## src/rtl/uart_frame_parser.sv

```systemverilog
// uart_frame_parser: assembles 0x55 0xAA LEN CMD PAYLOAD[LEN] CHK frames from a
// UART byte strobe, buffers the payload and replays it on a valid/ready stream
// only when the modulo-256 checksum of LEN, CMD and payload matches.
module uart_frame_parser #(
  parameter int MAX_LEN      = 16,
  parameter int TIMEOUT_CLKS = 104_160
) (
  input  logic       sys_clk,
  input  logic       sys_rst,
  input  logic [7:0] pi_data,
  input  logic       pi_flag,
  output logic [7:0] m_data,
  output logic       m_valid,
  input  logic       m_ready,
  output logic       m_last,
  output logic [7:0] frm_cmd,
  output logic [7:0] frm_len,
  output logic       frame_ok,
  output logic       err_chk,
  output logic       err_len,
  output logic       err_tmo,
  output logic       rx_drop,
  output logic       busy
);

  // Buffer address width; a 1-deep buffer still needs a 1-bit index.
  localparam int AW = (MAX_LEN > 1) ? $clog2(MAX_LEN) : 1;
  // Timeout counter only has to hold TIMEOUT_CLKS-1.
  localparam int TW = (TIMEOUT_CLKS > 1) ? $clog2(TIMEOUT_CLKS) : 1;
  localparam logic [TW-1:0] TMO_MAX   = TW'(TIMEOUT_CLKS - 1);
  localparam logic [7:0]    MAX_LEN_B = 8'(MAX_LEN);

  typedef enum logic [2:0] {
    S_IDLE,
    S_HDR1,
    S_LEN,
    S_CMD,
    S_PAY,
    S_CHK,
    S_OUT
  } state_t;

  state_t          state_q, state_d;
  logic [7:0]      len_q, len_d;
  logic [7:0]      cmd_q, cmd_d;
  logic [7:0]      sum_q, sum_d;
  logic [7:0]      wr_ptr_q, wr_ptr_d;
  logic [7:0]      rd_ptr_q, rd_ptr_d;
  logic [TW-1:0]   tmo_q, tmo_d;
  logic [7:0]      m_data_q, m_data_d;
  logic            m_valid_q, m_valid_d;
  logic [7:0]      frm_cmd_q, frm_cmd_d;
  logic [7:0]      frm_len_q, frm_len_d;
  logic            frame_ok_q, frame_ok_d;
  logic            err_chk_q, err_chk_d;
  logic            err_len_q, err_len_d;
  logic            err_tmo_q, err_tmo_d;
  logic            rx_drop_q, rx_drop_d;
  logic            mem_we;
  logic [7:0]      rd_nxt;
  logic            last_beat;
  logic            in_frame;

  logic [7:0] pay_mem [MAX_LEN];

  assign rd_nxt    = rd_ptr_q + 8'd1;
  assign last_beat = m_valid_q && (rd_ptr_q == len_q - 8'd1);
  // States in which a silent line aborts the partial frame.
  assign in_frame  = (state_q == S_HDR1) || (state_q == S_LEN) || (state_q == S_CMD) ||
                     (state_q == S_PAY)  || (state_q == S_CHK);

  assign m_data   = m_data_q;
  assign m_valid  = m_valid_q;
  assign m_last   = last_beat;
  assign frm_cmd  = frm_cmd_q;
  assign frm_len  = frm_len_q;
  assign frame_ok = frame_ok_q;
  assign err_chk  = err_chk_q;
  assign err_len  = err_len_q;
  assign err_tmo  = err_tmo_q;
  assign rx_drop  = rx_drop_q;
  assign busy     = (state_q != S_IDLE);

  // Next-state, datapath and pulse generation for the frame FSM.
  always_comb begin
    state_d    = state_q;
    len_d      = len_q;
    cmd_d      = cmd_q;
    sum_d      = sum_q;
    wr_ptr_d   = wr_ptr_q;
    rd_ptr_d   = rd_ptr_q;
    tmo_d      = '0;
    m_data_d   = m_data_q;
    m_valid_d  = m_valid_q;
    frm_cmd_d  = frm_cmd_q;
    frm_len_d  = frm_len_q;
    frame_ok_d = 1'b0;
    err_chk_d  = 1'b0;
    err_len_d  = 1'b0;
    err_tmo_d  = 1'b0;
    rx_drop_d  = 1'b0;
    mem_we     = 1'b0;

    case (state_q)
      S_IDLE: begin
        if (pi_flag && pi_data == 8'h55) state_d = S_HDR1;
      end
      S_HDR1: begin
        // A repeated 0x55 may be the real start of a frame, so keep waiting for 0xAA.
        if (pi_flag) begin
          if (pi_data == 8'hAA)      state_d = S_LEN;
          else if (pi_data != 8'h55) state_d = S_IDLE;
        end
      end
      S_LEN: begin
        if (pi_flag) begin
          if (pi_data != 8'd0 && pi_data <= MAX_LEN_B) begin
            len_d   = pi_data;
            sum_d   = pi_data;
            state_d = S_CMD;
          end else begin
            err_len_d = 1'b1;
            state_d   = S_IDLE;
          end
        end
      end
      S_CMD: begin
        if (pi_flag) begin
          cmd_d    = pi_data;
          sum_d    = sum_q + pi_data;
          wr_ptr_d = 8'd0;
          state_d  = S_PAY;
        end
      end
      S_PAY: begin
        if (pi_flag) begin
          mem_we   = 1'b1;
          sum_d    = sum_q + pi_data;
          wr_ptr_d = wr_ptr_q + 8'd1;
          if (wr_ptr_q == len_q - 8'd1) state_d = S_CHK;
        end
      end
      S_CHK: begin
        if (pi_flag) begin
          if (pi_data == sum_q) begin
            frame_ok_d = 1'b1;
            frm_cmd_d  = cmd_q;
            frm_len_d  = len_q;
            rd_ptr_d   = 8'd0;
            state_d    = S_OUT;
          end else begin
            err_chk_d = 1'b1;
            state_d   = S_IDLE;
          end
        end
      end
      S_OUT: begin
        // Receiver cannot be stalled: anything arriving now is lost.
        rx_drop_d = pi_flag;
        if (!m_valid_q) begin
          // First cycle after frame_ok: present beat 0.
          m_data_d  = pay_mem[rd_ptr_q[AW-1:0]];
          m_valid_d = 1'b1;
        end else if (m_ready) begin
          if (last_beat) begin
            m_valid_d = 1'b0;
            state_d   = S_IDLE;
          end else begin
            rd_ptr_d = rd_nxt;
            m_data_d = pay_mem[rd_nxt[AW-1:0]];
          end
        end
      end
      default: state_d = S_IDLE;
    endcase

    // Inter-byte timeout; an arriving byte always beats expiry.
    if (in_frame && !pi_flag) begin
      if (tmo_q == TMO_MAX) begin
        err_tmo_d = 1'b1;
        state_d   = S_IDLE;
      end else begin
        tmo_d = tmo_q + 1'b1;
      end
    end
  end

  // State and output registers.
  always_ff @(posedge sys_clk) begin
    if (sys_rst) begin
      state_q    <= S_IDLE;
      len_q      <= '0;
      cmd_q      <= '0;
      sum_q      <= '0;
      wr_ptr_q   <= '0;
      rd_ptr_q   <= '0;
      tmo_q      <= '0;
      m_data_q   <= '0;
      m_valid_q  <= 1'b0;
      frm_cmd_q  <= '0;
      frm_len_q  <= '0;
      frame_ok_q <= 1'b0;
      err_chk_q  <= 1'b0;
      err_len_q  <= 1'b0;
      err_tmo_q  <= 1'b0;
      rx_drop_q  <= 1'b0;
    end else begin
      state_q    <= state_d;
      len_q      <= len_d;
      cmd_q      <= cmd_d;
      sum_q      <= sum_d;
      wr_ptr_q   <= wr_ptr_d;
      rd_ptr_q   <= rd_ptr_d;
      tmo_q      <= tmo_d;
      m_data_q   <= m_data_d;
      m_valid_q  <= m_valid_d;
      frm_cmd_q  <= frm_cmd_d;
      frm_len_q  <= frm_len_d;
      frame_ok_q <= frame_ok_d;
      err_chk_q  <= err_chk_d;
      err_len_q  <= err_len_d;
      err_tmo_q  <= err_tmo_d;
      rx_drop_q  <= rx_drop_d;
    end
  end

  // Payload buffer; contents are don't-care until written, so no reset.
  always_ff @(posedge sys_clk) begin
    if (mem_we) pay_mem[wr_ptr_q[AW-1:0]] <= pi_data;
  end

endmodule

```

## config.mk

```make
export PLATFORM = sky130hd
export DESIGN_NAME = uart_frame_parser
export DESIGN_NICKNAME = d
export VERILOG_FILES = /design/src/rtl/uart_frame_parser.sv
export SDC_FILE = /design/constraint.sdc
export NUM_CORES = 1
export LEC_CHECK = 0
export ABC_AREA = 0
export CORE_ASPECT_RATIO = 1.5
export CORE_MARGIN = 4
export CORE_UTILIZATION = 35
export CTS_CLUSTER_DIAMETER = 40
export DETAILED_ROUTE_END_ITERATION = 10
export HOLD_SLACK_MARGIN = 0.1
export PLACE_DENSITY_LB_ADDON = 0.08
export SETUP_SLACK_MARGIN = 0.4
export SYNTH_ARGS = -nofsm -noshare
export SYNTH_HDL_FRONTEND = slang
export SYNTH_SLANG_ARGS = --single-unit
```

## constraint.sdc

```tcl
create_clock -name sys_clk -period 3.3 [get_ports sys_clk]
set_clock_uncertainty 0.1 [all_clocks]
set_input_delay 0.66 -clock sys_clk [delete_from_list [all_inputs] [get_ports sys_clk]]
set_output_delay 0.66 -clock sys_clk [all_outputs]
set_load 0.005 [all_outputs]
```

==> flow_summary.ini <==
[timing]
final_max_slew_viol_count = 0
fin_crit_ns = 2.91
rsz0062_at_grt = yes
hold_viol = 0
worst_slack_ns = 0.395
fmax_mhz = 344
worst_pin_slew_ns = 0.783
relSlewSlack_pct = 47.7
period_share_pct = 88.0
finalSetupViolCount = 0

[clocking]
clock_latency_ns = 0.55
cts_sinks = 222
cts_htree_levels = 1
clock-root-buffer = clkbuf_16
ctsHoldBuffers = 0
numCtsBuffers = 28
clkTransAtPathRegs_ns = 0.06
clockBufferDepth = 3
cts_tree = yes

[placed_design]
dp.cells = 1305
dp_worst_setup_slack_ns = -0.0169
hpwl_microns = 21400
gp_congestion = 0.842
port_buffers = 43

[logic_synthesis]
ys_warn_count = 0
syn_nets = 873
synth_cell_type_count = 65
synth_top_area_cell = edfxtp_1
yosys.area.top_type_share_pct = 36.1
synth-edff-count = 128
synthCells = 846
syn_area_per_cell_sq_um = 12.6
synthArstFlopShare_pct = 0
synth.ff_latch_count = 222
synthTopCellsByArea = edfxtp_1, dfxtp_1, mux4_2
synth_top_flop_cell = edfxtp_1
syn-cell-area_sq_um = 10700
yosysSeqAreaShare_pct = 53.7

[hold_path]
hold_class = reg2reg
hold_path_depth = 2

[detailed_routing]
vias = 7285
dr.pass1.iters = 6
wl_microns = 31100
drc_errors = 0
wire_per_inst_microns = 22.7
drtIter0Drc = 426
ant_nets = 0
viasPerCell = 5.33

[setup_path]
r2r_end = m_data[1]
cp-start-kind = flip-flop
critPathArrivalTime_ns = 2.15
worstSetupStartpoint = len_q[2]
critPathKind = reg2out
r2r_start = rd_ptr_q[0]
reg2reg_slack_ns = 0.50
r2r_cells = 6
crit_path_max_fanout = 5
cp.required_ns = 2.54
endpoint = m_last
endpoint_kind = output pin

[finish]
antenna_cells = 0
drive_above_1_share_pct = 23.8
layout_common_cells = edfxtp_1, dfxtp_1, nand2_1, mux4_2, buf_4
area_growth_pct = 22.2
layout_commonest_cell = edfxtp_1
layout.nets = 972
final-instance-count-excl-fill = 1367

[floorplan]
io_pins = 44
initial_core_util_pct = 35.3
num_rows = 78
die_h_microns = 222
die-area_sq_um = 33400
chipWidth_microns = 150
coreArea_sq_um = 30200

[run]
maxCapViolations = 0

[global_route]
grt_overflow_total = 0
grt_pass1_vias = 7629
grt_pass1_wl_microns = 46400
grt_max_degree = 35
grtUsageTotal_pct = 18.5
antenna_found_initial = 1

[power_and_ir_drop]
p_per_area_nw_per_um2 = 475
p_leak_nw = 4.33
ir_drop_v = 0.000409
total_power_mw = 6.18

[run_status]
outcome = finished, final reports clean
## final cells by class
| class | count | area, sq um |
|---|---|---|
| Clock inverter | 20 | 209 |
| Clock buffer | 32 | 757 |
| Inverter | 19 | 71.3 |
| Sequential cell | 222 | 5730 |
| Fill cell | 2769 | 17100 |
| Tap cell | 400 | 500 |
| Timing Repair Buffer | 119 | 1060 |
| Multi-Input combinational cell | 555 | 4690 |
## synthesized netlist by cell type (7+ instances only)
cell type    n
nand4_1     15
ha_1        14
xor2_1      29
a211oi_1    31
nor2b_1     15
and3_1      13
nor3_1      11
xnor2_1     15
clkbuf_1    27
and2_1      17
nor2_1      64
buf_2       12
nand2_1     84
a21oi_1     54
o21ai_0     15
edfxtp_1   128
mux2i_1     18
nand3_1     20
inv_1       19
dfxtp_1     94
mux4_2      72
or3_1        7
## critical path, cell delays in order, from the launching register on
cell     delay (ns)
dfxtp_4        0.38
buf_6          0.14
nor3_4         0.20
xnor2_1        0.13
nand2_1        0.10
nor4_4         0.33
and2_4         0.22
buf_6          0.09
## through the flow
stage                     TNS [ns]  utilization (%)  hold WS (ns)  instance area, sq um
after floorplan                  0                -         0.330                 10700
after global placement     -0.0686             39.3         0.342                 11900
after detailed placement   -0.0169             39.3         0.347                 11900
after CTS                        0             42.7         0.356                 12900
after global routing             0             43.2         0.369                 13000
final                            0             43.2         0.357                 13000
## how the worst min path moves through the flow
stage                            end       start
after global placement    frm_cmd[3]    cmd_q[3]
final                     frm_cmd[3]    cmd_q[3]
after floorplan             tmo_q[0]    tmo_q[0]
after CTS                 frm_cmd[3]    cmd_q[3]
after detailed placement  frm_cmd[3]    cmd_q[3]
after global routing      frm_len[7]  frm_len[7]
## report_power, final
part           switching [mW]  leakage (nW)  internal [mW]
clock network            1.29         0.463           1.85
registers            0.000110          1.91           2.92
logic                  0.0838          1.96         0.0382
## registers in the layout, summed over array words and instances (netlist names), 3 cells and up, named ones only
name,cells
tmo_q,17
state_q,3
pay_mem,128
m_data,8
cmd_q,8
len_q,8
sum_q,8
frm_cmd,8
frm_len,8
wr_ptr_q,8
rd_ptr_q,8
## per-layer routing
layer | global-route usage [%] | part of all wire (%)
met5 | 0 | 0
met1 | 20.6 | 37
met2 | 34.2 | 55
met3 | 2.25 | 3.7
met4 | 9.04 | 4.6
## logic make-up after synthesis
logic type               count (synthesis)  share of synthesized area, %
AND/OR/NAND/NOR                        279                          13.2
flip-flops                             222                          53.7
AO/OA/AOI/OAI                          127                          7.69
multiplexers                            90                          16.9
buffers and inverters                   69                          3.05
XOR/XNOR                                44                          3.62
adder cells (fa/ha/maj)                 15                          1.83
## timing repair
| action | 4_1_cts | 5_1_grt |
|---|---|---|
| setup endpoints to repair | 1 | 4 |
| resized for setup | 18 | 9 |
| pin swaps | 6 | 11 |
| cloned | 0 | 1 |
| buffers inserted | 2 | 7 |
| endpoints found under the hold margin | 0 | 0 |
(Power assumes the default switching activity.)
